==> src/rtl/haz_gen2_pkg.sv <==
// Shared state encodings and stage-mask helpers for the second-generation
// hazard resolver.
package haz_gen2_pkg;

  typedef enum logic [2:0] {
    ST_NORMAL       = 3'd0,
    ST_CTRL_WAIT    = 3'd1,
    ST_DATA_STALL   = 3'd2,
    ST_STRUCT_STALL = 3'd3,
    ST_FLUSH        = 3'd4
  } haz_state_e;

  // Masks are built at full width and sliced down to NSTAGE by the user.
  localparam int MASK_W = 32;

  // Number of low stages held while waiting on a branch vs. a data/struct stall.
  localparam int CTRL_STALL_BITS = 1;
  localparam int HOLD_STALL_BITS = 2;

  function automatic logic [MASK_W-1:0] low_mask(input int n);
    logic [MASK_W-1:0] m;
    m = '0;
    for (int i = 0; i < MASK_W; i++) begin
      if (i < n) m[i] = 1'b1;
    end
    return m;
  endfunction

  function automatic int max3(input int a, input int b, input int c);
    int m;
    m = (a > b) ? a : b;
    return (m > c) ? m : c;
  endfunction

endpackage

==> src/rtl/haz_resolver_gen2_sat_counter.sv <==
// Saturating event counter with synchronous clear; clear wins over increment.
module sat_counter #(
  parameter int W = 8
) (
  input  logic         clk,
  input  logic         rst_n,
  input  logic         ena,
  input  logic         inc,
  input  logic         clr,
  output logic [W-1:0] cnt
);

  logic [W-1:0] cnt_q;
  logic [W-1:0] cnt_d;

  always_comb begin
    cnt_d = cnt_q;
    if (clr) begin
      cnt_d = '0;
    end else if (inc && (cnt_q != {W{1'b1}})) begin
      cnt_d = cnt_q + W'(1);
    end
  end

  // NOTE: sequential state uses non-blocking assignments so every register
  // samples pre-edge values regardless of process ordering.
  always_ff @(posedge clk or negedge rst_n) begin
    if (!rst_n) begin
      cnt_q <= '0;
    end else if (ena) begin
      cnt_q <= cnt_d;
    end
  end

  assign cnt = cnt_q;

endmodule

==> src/rtl/haz_resolver_gen2.sv <==
// Pipeline hazard resolver FSM: turns decode hazard flags into PC freeze,
// per-stage stall/flush vectors and an EX bubble, with event counters.
module haz_resolver_gen2
  import haz_gen2_pkg::*;
#(
  parameter int NSTAGE         = 5,
  parameter int DATA_STALL_MAX = 3,
  parameter int LOAD_STALL     = 1,
  parameter int FLUSH_CYC      = 2,
  parameter int FLUSH_DEPTH    = 2,
  parameter int CNT_W          = 8
) (
  input  logic              clk,
  input  logic              rst_n,
  input  logic              ena,
  input  logic              raw_hz,
  input  logic [1:0]        raw_dist,
  input  logic              is_load,
  input  logic              fwd_ok,
  input  logic              str_hz,
  input  logic              br_pend,
  input  logic              br_resolve,
  input  logic              br_correct,
  input  logic              clr_cnt,
  output logic              pc_freeze,
  output logic [NSTAGE-1:0] stall_vec,
  output logic [NSTAGE-1:0] flush_vec,
  output logic              bubble,
  output logic              resolved,
  output logic [2:0]        state_o,
  output logic [CNT_W-1:0]  stall_cnt,
  output logic [CNT_W-1:0]  flush_cnt
);

  // The countdown holds "cycles remaining minus one" for whichever timed
  // state is longest, so size it from the largest load value.
  localparam int CD_MAX = max3(FLUSH_CYC, DATA_STALL_MAX, LOAD_STALL);
  localparam int CD_W   = (CD_MAX > 1) ? $clog2(CD_MAX) : 1;

  localparam logic [MASK_W-1:0] CTRL_MASK  = low_mask(CTRL_STALL_BITS);
  localparam logic [MASK_W-1:0] HOLD_MASK  = low_mask(HOLD_STALL_BITS);
  localparam logic [MASK_W-1:0] FLUSH_MASK = low_mask(FLUSH_DEPTH);
  localparam logic [CD_W-1:0]   FLUSH_LOAD = CD_W'(FLUSH_CYC - 1);

  haz_state_e      state_q, state_d;
  logic [CD_W-1:0] cd_q, cd_d;
  logic            resolved_q, resolved_d;

  logic            mispredict;
  logic            need_zero;
  logic [CD_W-1:0] need_cd;
  int              d_clamp;
  logic            flush_entry;

  assign mispredict = br_resolve & ~br_correct;

  // Stall length for a RAW hazard; a forwarded non-load needs no stall.
  always_comb begin
    d_clamp = int'(raw_dist);
    if (d_clamp < 1) d_clamp = 1;
    if (d_clamp > DATA_STALL_MAX) d_clamp = DATA_STALL_MAX;
    need_zero = 1'b0;
    need_cd   = '0;
    if (is_load && fwd_ok) begin
      need_cd = CD_W'(LOAD_STALL - 1);
    end else if (fwd_ok) begin
      need_zero = 1'b1;
    end else begin
      need_cd = CD_W'(DATA_STALL_MAX - d_clamp);
    end
  end

  // NOTE: every always_comb output gets a default first so no path through
  // the case statement can infer a latch.
  always_comb begin
    state_d = state_q;
    cd_d    = cd_q;
    case (state_q)
      ST_NORMAL: begin
        if (mispredict) begin
          state_d = ST_FLUSH;
          cd_d    = FLUSH_LOAD;
        end else if (str_hz) begin
          state_d = ST_STRUCT_STALL;
        end else if (raw_hz && !need_zero) begin
          state_d = ST_DATA_STALL;
          cd_d    = need_cd;
        end else if (br_pend) begin
          state_d = ST_CTRL_WAIT;
        end
      end
      ST_CTRL_WAIT: begin
        if (br_resolve) begin
          if (br_correct) begin
            state_d = ST_NORMAL;
          end else begin
            state_d = ST_FLUSH;
            cd_d    = FLUSH_LOAD;
          end
        end
      end
      ST_DATA_STALL: begin
        if (mispredict) begin
          state_d = ST_FLUSH;
          cd_d    = FLUSH_LOAD;
        end else if (cd_q == '0) begin
          state_d = ST_NORMAL;
        end else begin
          cd_d = cd_q - CD_W'(1);
        end
      end
      ST_STRUCT_STALL: begin
        if (mispredict) begin
          state_d = ST_FLUSH;
          cd_d    = FLUSH_LOAD;
        end else if (!str_hz) begin
          state_d = ST_NORMAL;
        end
      end
      ST_FLUSH: begin
        // Fetch is being redirected; a late branch resolution is moot here.
        if (cd_q == '0) begin
          state_d = ST_NORMAL;
        end else begin
          cd_d = cd_q - CD_W'(1);
        end
      end
      default: begin
        state_d = ST_NORMAL;
        cd_d    = '0;
      end
    endcase
  end

  assign resolved_d  = ena && (state_d == ST_NORMAL) && (state_q != ST_NORMAL);
  assign flush_entry = (state_d == ST_FLUSH) && (state_q != ST_FLUSH);

  always_ff @(posedge clk or negedge rst_n) begin
    if (!rst_n) begin
      state_q    <= ST_NORMAL;
      cd_q       <= '0;
      resolved_q <= 1'b0;
    end else begin
      if (ena) begin
        state_q <= state_d;
        cd_q    <= cd_d;
      end
      resolved_q <= resolved_d;
    end
  end

  // Moore decode from the registered state only.
  always_comb begin
    pc_freeze = 1'b0;
    stall_vec = '0;
    flush_vec = '0;
    bubble    = 1'b0;
    case (state_q)
      ST_CTRL_WAIT: begin
        pc_freeze = 1'b1;
        stall_vec = CTRL_MASK[NSTAGE-1:0];
      end
      ST_DATA_STALL, ST_STRUCT_STALL: begin
        pc_freeze = 1'b1;
        stall_vec = HOLD_MASK[NSTAGE-1:0];
        bubble    = 1'b1;
      end
      ST_FLUSH: begin
        flush_vec = FLUSH_MASK[NSTAGE-1:0];
      end
      default: begin
        pc_freeze = 1'b0;
      end
    endcase
  end

  assign resolved = resolved_q;
  assign state_o  = state_q;

  sat_counter #(.W(CNT_W)) u_stall_cnt (
    .clk   (clk),
    .rst_n (rst_n),
    .ena   (ena),
    .inc   (pc_freeze),
    .clr   (clr_cnt),
    .cnt   (stall_cnt)
  );

  sat_counter #(.W(CNT_W)) u_flush_cnt (
    .clk   (clk),
    .rst_n (rst_n),
    .ena   (ena),
    .inc   (flush_entry),
    .clr   (clr_cnt),
    .cnt   (flush_cnt)
  );

endmodule

==> config.mk <==
export PLATFORM = sky130hd
export DESIGN_NAME = haz_resolver_gen2
export DESIGN_NICKNAME = d
export VERILOG_FILES = /design/src/rtl/haz_gen2_pkg.sv /design/src/rtl/haz_resolver_gen2_sat_counter.sv /design/src/rtl/haz_resolver_gen2.sv
export SDC_FILE = /design/constraint.sdc
export NUM_CORES = 1
export LEC_CHECK = 0
export BUFFER_PORTS_ARGS = -buffer_cell sky130_fd_sc_hd__buf_2
export CORE_MARGIN = 3
export CORE_UTILIZATION = 40
export CTS_CLUSTER_SIZE = 20
export DETAILED_ROUTE_END_ITERATION = 10
export PLACE_DENSITY = 0.65
export REMOVE_ABC_BUFFERS = 1
export SETUP_SLACK_MARGIN = 0.5
export SLEW_MARGIN = 20
export SYNTH_ARGS = -nofsm -noshare
export SYNTH_HDL_FRONTEND = slang
export SYNTH_SLANG_ARGS = --single-unit
==> constraint.sdc <==
create_clock -name clk -period 4.15 [get_ports clk]
set_clock_uncertainty 0.2 [all_clocks]
set_input_delay 0.2075 -clock clk [delete_from_list [all_inputs] [get_ports clk]]
set_output_delay 0.2075 -clock clk [all_outputs]
set_load 0.1 [all_outputs]
# == Yosys cells after proc, flatten, opt, wreduce, memory -nomap -nowiden ==
# Cells that the tools add are included.
# totals
elab_cells,79
reg_bits,22
inputBits,13
out_inout_bits,32
# classes
eq_ne,13
order_cmp,2
n_reduce_logical,19
n_mux,34
n_bitwise,2
add_sub_neg,4
# op_table
operator,count
$gt 32x3->1 const B,1
$mux 8,4
$mux 3,10
$mux 2,13
$add 8x1->8 const B,2
$ne 8x8->1 const B,2
$pmux 3 s5,1
$pmux 2 s5,1
$ne 3x3->1 const B,3
$logic_and 1x1->1,7
$eq 3x2->1 const B,2
$eq 3x3->1 const B,2
$logic_not 3->1,2
$ne 2x2->1 const B,3
$reduce_and 6->1,1
$mux 1,4
$pmux 2 s2,1
$reduce_and 2->1,2
$reduce_bool 2->1,2
$eq 3x1->1 const B,1
$reduce_bool 3->1,1
$reduce_or 3->1,1
$logic_not 2->1,1
$lt 2x1->1 const B,1
other kinds (6),6

# == Logic depth before layout (Yosys ltp) ==
# depth
word_depth,13
ltp_mapped,6
depth_no_buf,5

# == Hierarchy ==
# From an unflattened synthesis, not the netlist that was laid out.
# unflattened
hier_cells,174
area_unflattened_um2,1584.0
# by_module_without_submodules
module,cells_each,seq_area_each_um2,n_inst,area_each_um2
sat_counter,54,200.2,2,509.2
haz_resolver_gen2,66,150.1,1,565.5

# == Worst setup path before layout ==
# Ideal clock, no wire load.
# synth_timing
path_kind,reg2out
from,reg state_q[2] (netlist: state_o[2])
to,out flush_vec[1]
t_arrival_ns,4.169
path_buffers,2
path_stages_with_launch,4
slack_ns,-0.426
required_time_ns,3.743
cell_sequence,dfrtp_1 > buf_4 > nor3b_1 > buf_4
# synth_via
elab_chain_cells,2
# synth_lines
item,line,source
start: declaration,haz_resolver_gen2.sv:45,"haz_state_e state_q, state_d;"
start signal: assignment,haz_resolver_gen2.sv:145,state_q <= state_d;
$eq 3x3->1,haz_resolver_gen2.sv:158,case (state_q)
$mux 2,haz_resolver_gen2.sv:158,
end: declaration,haz_resolver_gen2.sv:27,"output logic [NSTAGE-1:0] flush_vec,"
# No other way between the ends.

# == Final worst setup path ==
# Same ends and word-level chain as after synthesis.

==> results.py <==
metrics = {
    "layout": {
        "fin_util_pct": 48.4,
        "area.growth.synth_to_final_pct": 15.2,
        "final_cells": 233,
        "n_fill_cell": 320,
        "drive_gt1_share_pct": 26.2,
        "diodes": 0,
        "fin_nets": 203,
    },
    "power_and_ir_drop": {
        "p_comb_share_pct": 44.2,
        "p_total_uw": 778,
        "peakVddDrop_uv": 149,
        "leakage_nw": 0.757,
        "switching_share_pct": 49.3,
        "clkPwrFrac_pct": 21.7,
        "power_switching_uw": 383,
        "cell_internal_pwr_uw": 395,
        "powerDensity_nw_per_um2": 475,
        "pwr-share-seq_pct": 34.1,
    },
    "clock_network": {
        "cts.clk_slew.worst_paths_ps": 130,
        "insertion_delay_ps": 320,
        "root_buffer": "clkbuf_4",
        "cts-resized-gates": 0,
        "postCtsSetupRepairBufs": 0,
        "cts_tree": "done",
        "clockBufferDepth": 2,
        "cts_buffers": 3,
        "htree_levels": 1,
        "cts_sinks": 22,
        "ctsHoldBuffers": 1,
    },
    "global_routing": {
        "gr-total-overflow": 0,
        "grt_max_degree": 23,
        "grt_pass1_wl_mm": 5.28,
        "grt_pass1_vias": 1160,
        "antenna_found_initial": 0,
        "grt_use_total_pct": 15.3,
    },
    "min_path": {
        "min_path_type": "input port to flop",
    },
    "worst_setup_path": {
        "critical_path_arrival_ps": 1830,
        "crit_type": "flop to output pin",
        "cp-start-kind": "flop",
        "crit_required_ps": 3740,
        "worst-path-max-fanout": 14,
        "setup.worst_path.end_class": "output pin",
    },
    "floorplanning": {
        "start_util_pct": 42.0,
        "coreArea_um2": 3390,
        "die_area_um2": 4310,
        "die_width_um": 65.6,
        "die_h_um": 65.6,
        "rows": 21,
        "ios": 45,
    },
    "synth": {
        "avgSynthCellArea_um2": 9.12,
        "ys_warn_count": 0,
        "ys_seq_elements": 22,
        "synth.area.top_cells": "dfrtp_1 (39%), buf_4 (6.3%), a21oi_1 (3.9%), nand3_1 (3.2%), o21ai_0 (2.8%)",
        "synth-main-ff-cell": "dfrtp_1",
        "synth.top_cell.area_share_pct": 38.7,
        "seq_area_frac_synth_pct": 38.7,
        "yosys.area.top_type": "dfrtp_1",
        "synth_edf_count": 0,
        "synth_cells": 156,
        "async_reset_ff_share_pct": 100,
        "syn_area_um2": 1420,
        "yosysUniqueCellTypes": 50,
    },
    "sta": {
        "maxSlewViolCount": 0,
        "setup_viol": 0,
        "hold_viol": 0,
        "rsz0062_at_grt": "no",
        "fin_crit_sh_pct": 54.0,
        "fin_setup_tns_ps": 0,
        "min_period_ps": 2240,
        "max_clock_freq_mhz": 446,
        "slew-limit-headroom_pct": 64.7,
        "tightest_slew_ps": 524,
    },
    "outcome": {
        "outcome": "completed",
    },
    "place": {
        "placedCellCount": 228,
        "numPortBuffers": 38,
        "gp_congestion": 0.845,
        "hpwlAfterDp_mm": 2.40,
    },
    "route": {
        "ant_nets": 0,
        "viasPerCell": 5.67,
        "routedWlPerCell_um": 13.6,
        "firstDrtPassIters": 4,
        "drc": 0,
        "wl_mm": 3.17,
        "drt_iter0_drc": 206,
        "routed-via-count": 1321,
    },
    "flow_run": {
        "maxCapViolCount": 0,
    },
}
## through the flow
stage                     setup slack (ps)  area [um^2]  hold WS (ps)
after detailed placement              2150         1580          7.29
after CTS                             1930         1640          9.41
after global placement                2210         1580         0.756
final                                 1910         1640          4.80
after global routing                  1780         1640          20.8
after floorplan                      -2590         1330          -288
## power groups by stage
stage | registers (mW) | clock network [mW] | logic (mW)
floorplan | 0.376 | 0 | 0.177
global placement | 0.267 | 0 | 0.343
detailed placement | 0.269 | 0 | 0.344
CTS | 0.265 | 0.170 | 0.345
global route | 0.269 | 0.177 | 0.359
finish | 0.265 | 0.169 | 0.344
## registers in the layout, summed over array words and instances, names as in the netlist
register,cells
cd_q,2
resolved,1
state_o,3
u_flush_cnt.cnt,8
u_stall_cnt.cnt,8
## worst max-delay path, stage by stage, from the launching register on
cell     delay (ps)
dfrtp_1         600
nor3b_1         410
buf_2           510
## worst paths after layout
kind,from,endpoint,slack (ps),cells past startpoint
min reg2reg,u_flush_cnt.cnt[1],u_flush_cnt.cnt[1],370,1
max,state_o[2],flush_vec[1],1910,2
max in group asynchronous,rst_n,u_stall_cnt.cnt[4],3260,2
min,br_pend,state_o[0],5,3
min in group asynchronous,rst_n,cd_q[1],160,2
max reg2reg,u_stall_cnt.cnt[0],u_stall_cnt.cnt[5],2100,5
## placed cells by master (no fill, tap or decap), drive strengths merged, types with 3 or more instances in the layout
master / count
o21ai: 8
nand2: 8
and3: 4
inv: 5
mux2: 3
nor3: 7
buf: 38
dfrtp: 22
clkbuf: 3
nor2: 8
nor2b: 4
a21oi: 12
nand3: 9
o31ai: 4
conb: 6
## area by class of cell
class / instances / area [um^2] / area share [%]
Clock inverter: 1 / 30.0 / 1.83
Sequential cell: 22 / 551 / 33.6
Inverter: 5 / 18.8 / 1.15
Tap cell: 46 / 57.6 / 3.51
Multi-Input combinational cell: 117 / 759 / 46.3
Clock buffer: 3 / 22.5 / 1.37
Timing Repair Buffer: 39 / 200 / 12.2
## metal layers
layer | vias up | part of all wire [%] | GRT usage (%)
met3 | 3 | 6.2 | 2.22
met5 | - | 0 | 0
met4 | 0 | 0.79 | 4.92
met1 | 635 | 44 | 21.4
met2 | 48 | 49 | 24.0
li1 | 635 | - | -
## synth_stat cells (2+ instances only)
cell type and number:
buf_4 12, a21o_1 2, a21oi_1 11, or4_1 2, a32oi_1 2, nor2_1 8
nand4_1 2, and3_1 4, nor3b_1 2, nand3_1 9, nand2b_1 2, inv_1 5
a31oi_1 2, ha_1 2, buf_2 3, nor3_1 7, nor2b_1 4, nand4b_1 2
o31ai_1 4, a211oi_1 2, o21ai_0 8, dfrtp_1 22, mux2_2 3, nand4bb_1 2
nand2_1 8, o211ai_1 2
## logic make-up after synthesis
logic type | count (synthesis) | synth area share (%)
adder cells (fa/ha/maj) | 2 | 1.76
other | 1 | 0.264
AO/OA/AOI/OAI | 47 | 23.9
flip-flops | 22 | 38.7
buffers and inverters | 22 | 9.23
multiplexers | 3 | 2.37
AND/OR/NAND/NOR | 59 | 23.7
Power figures use the tool's default switching activity.
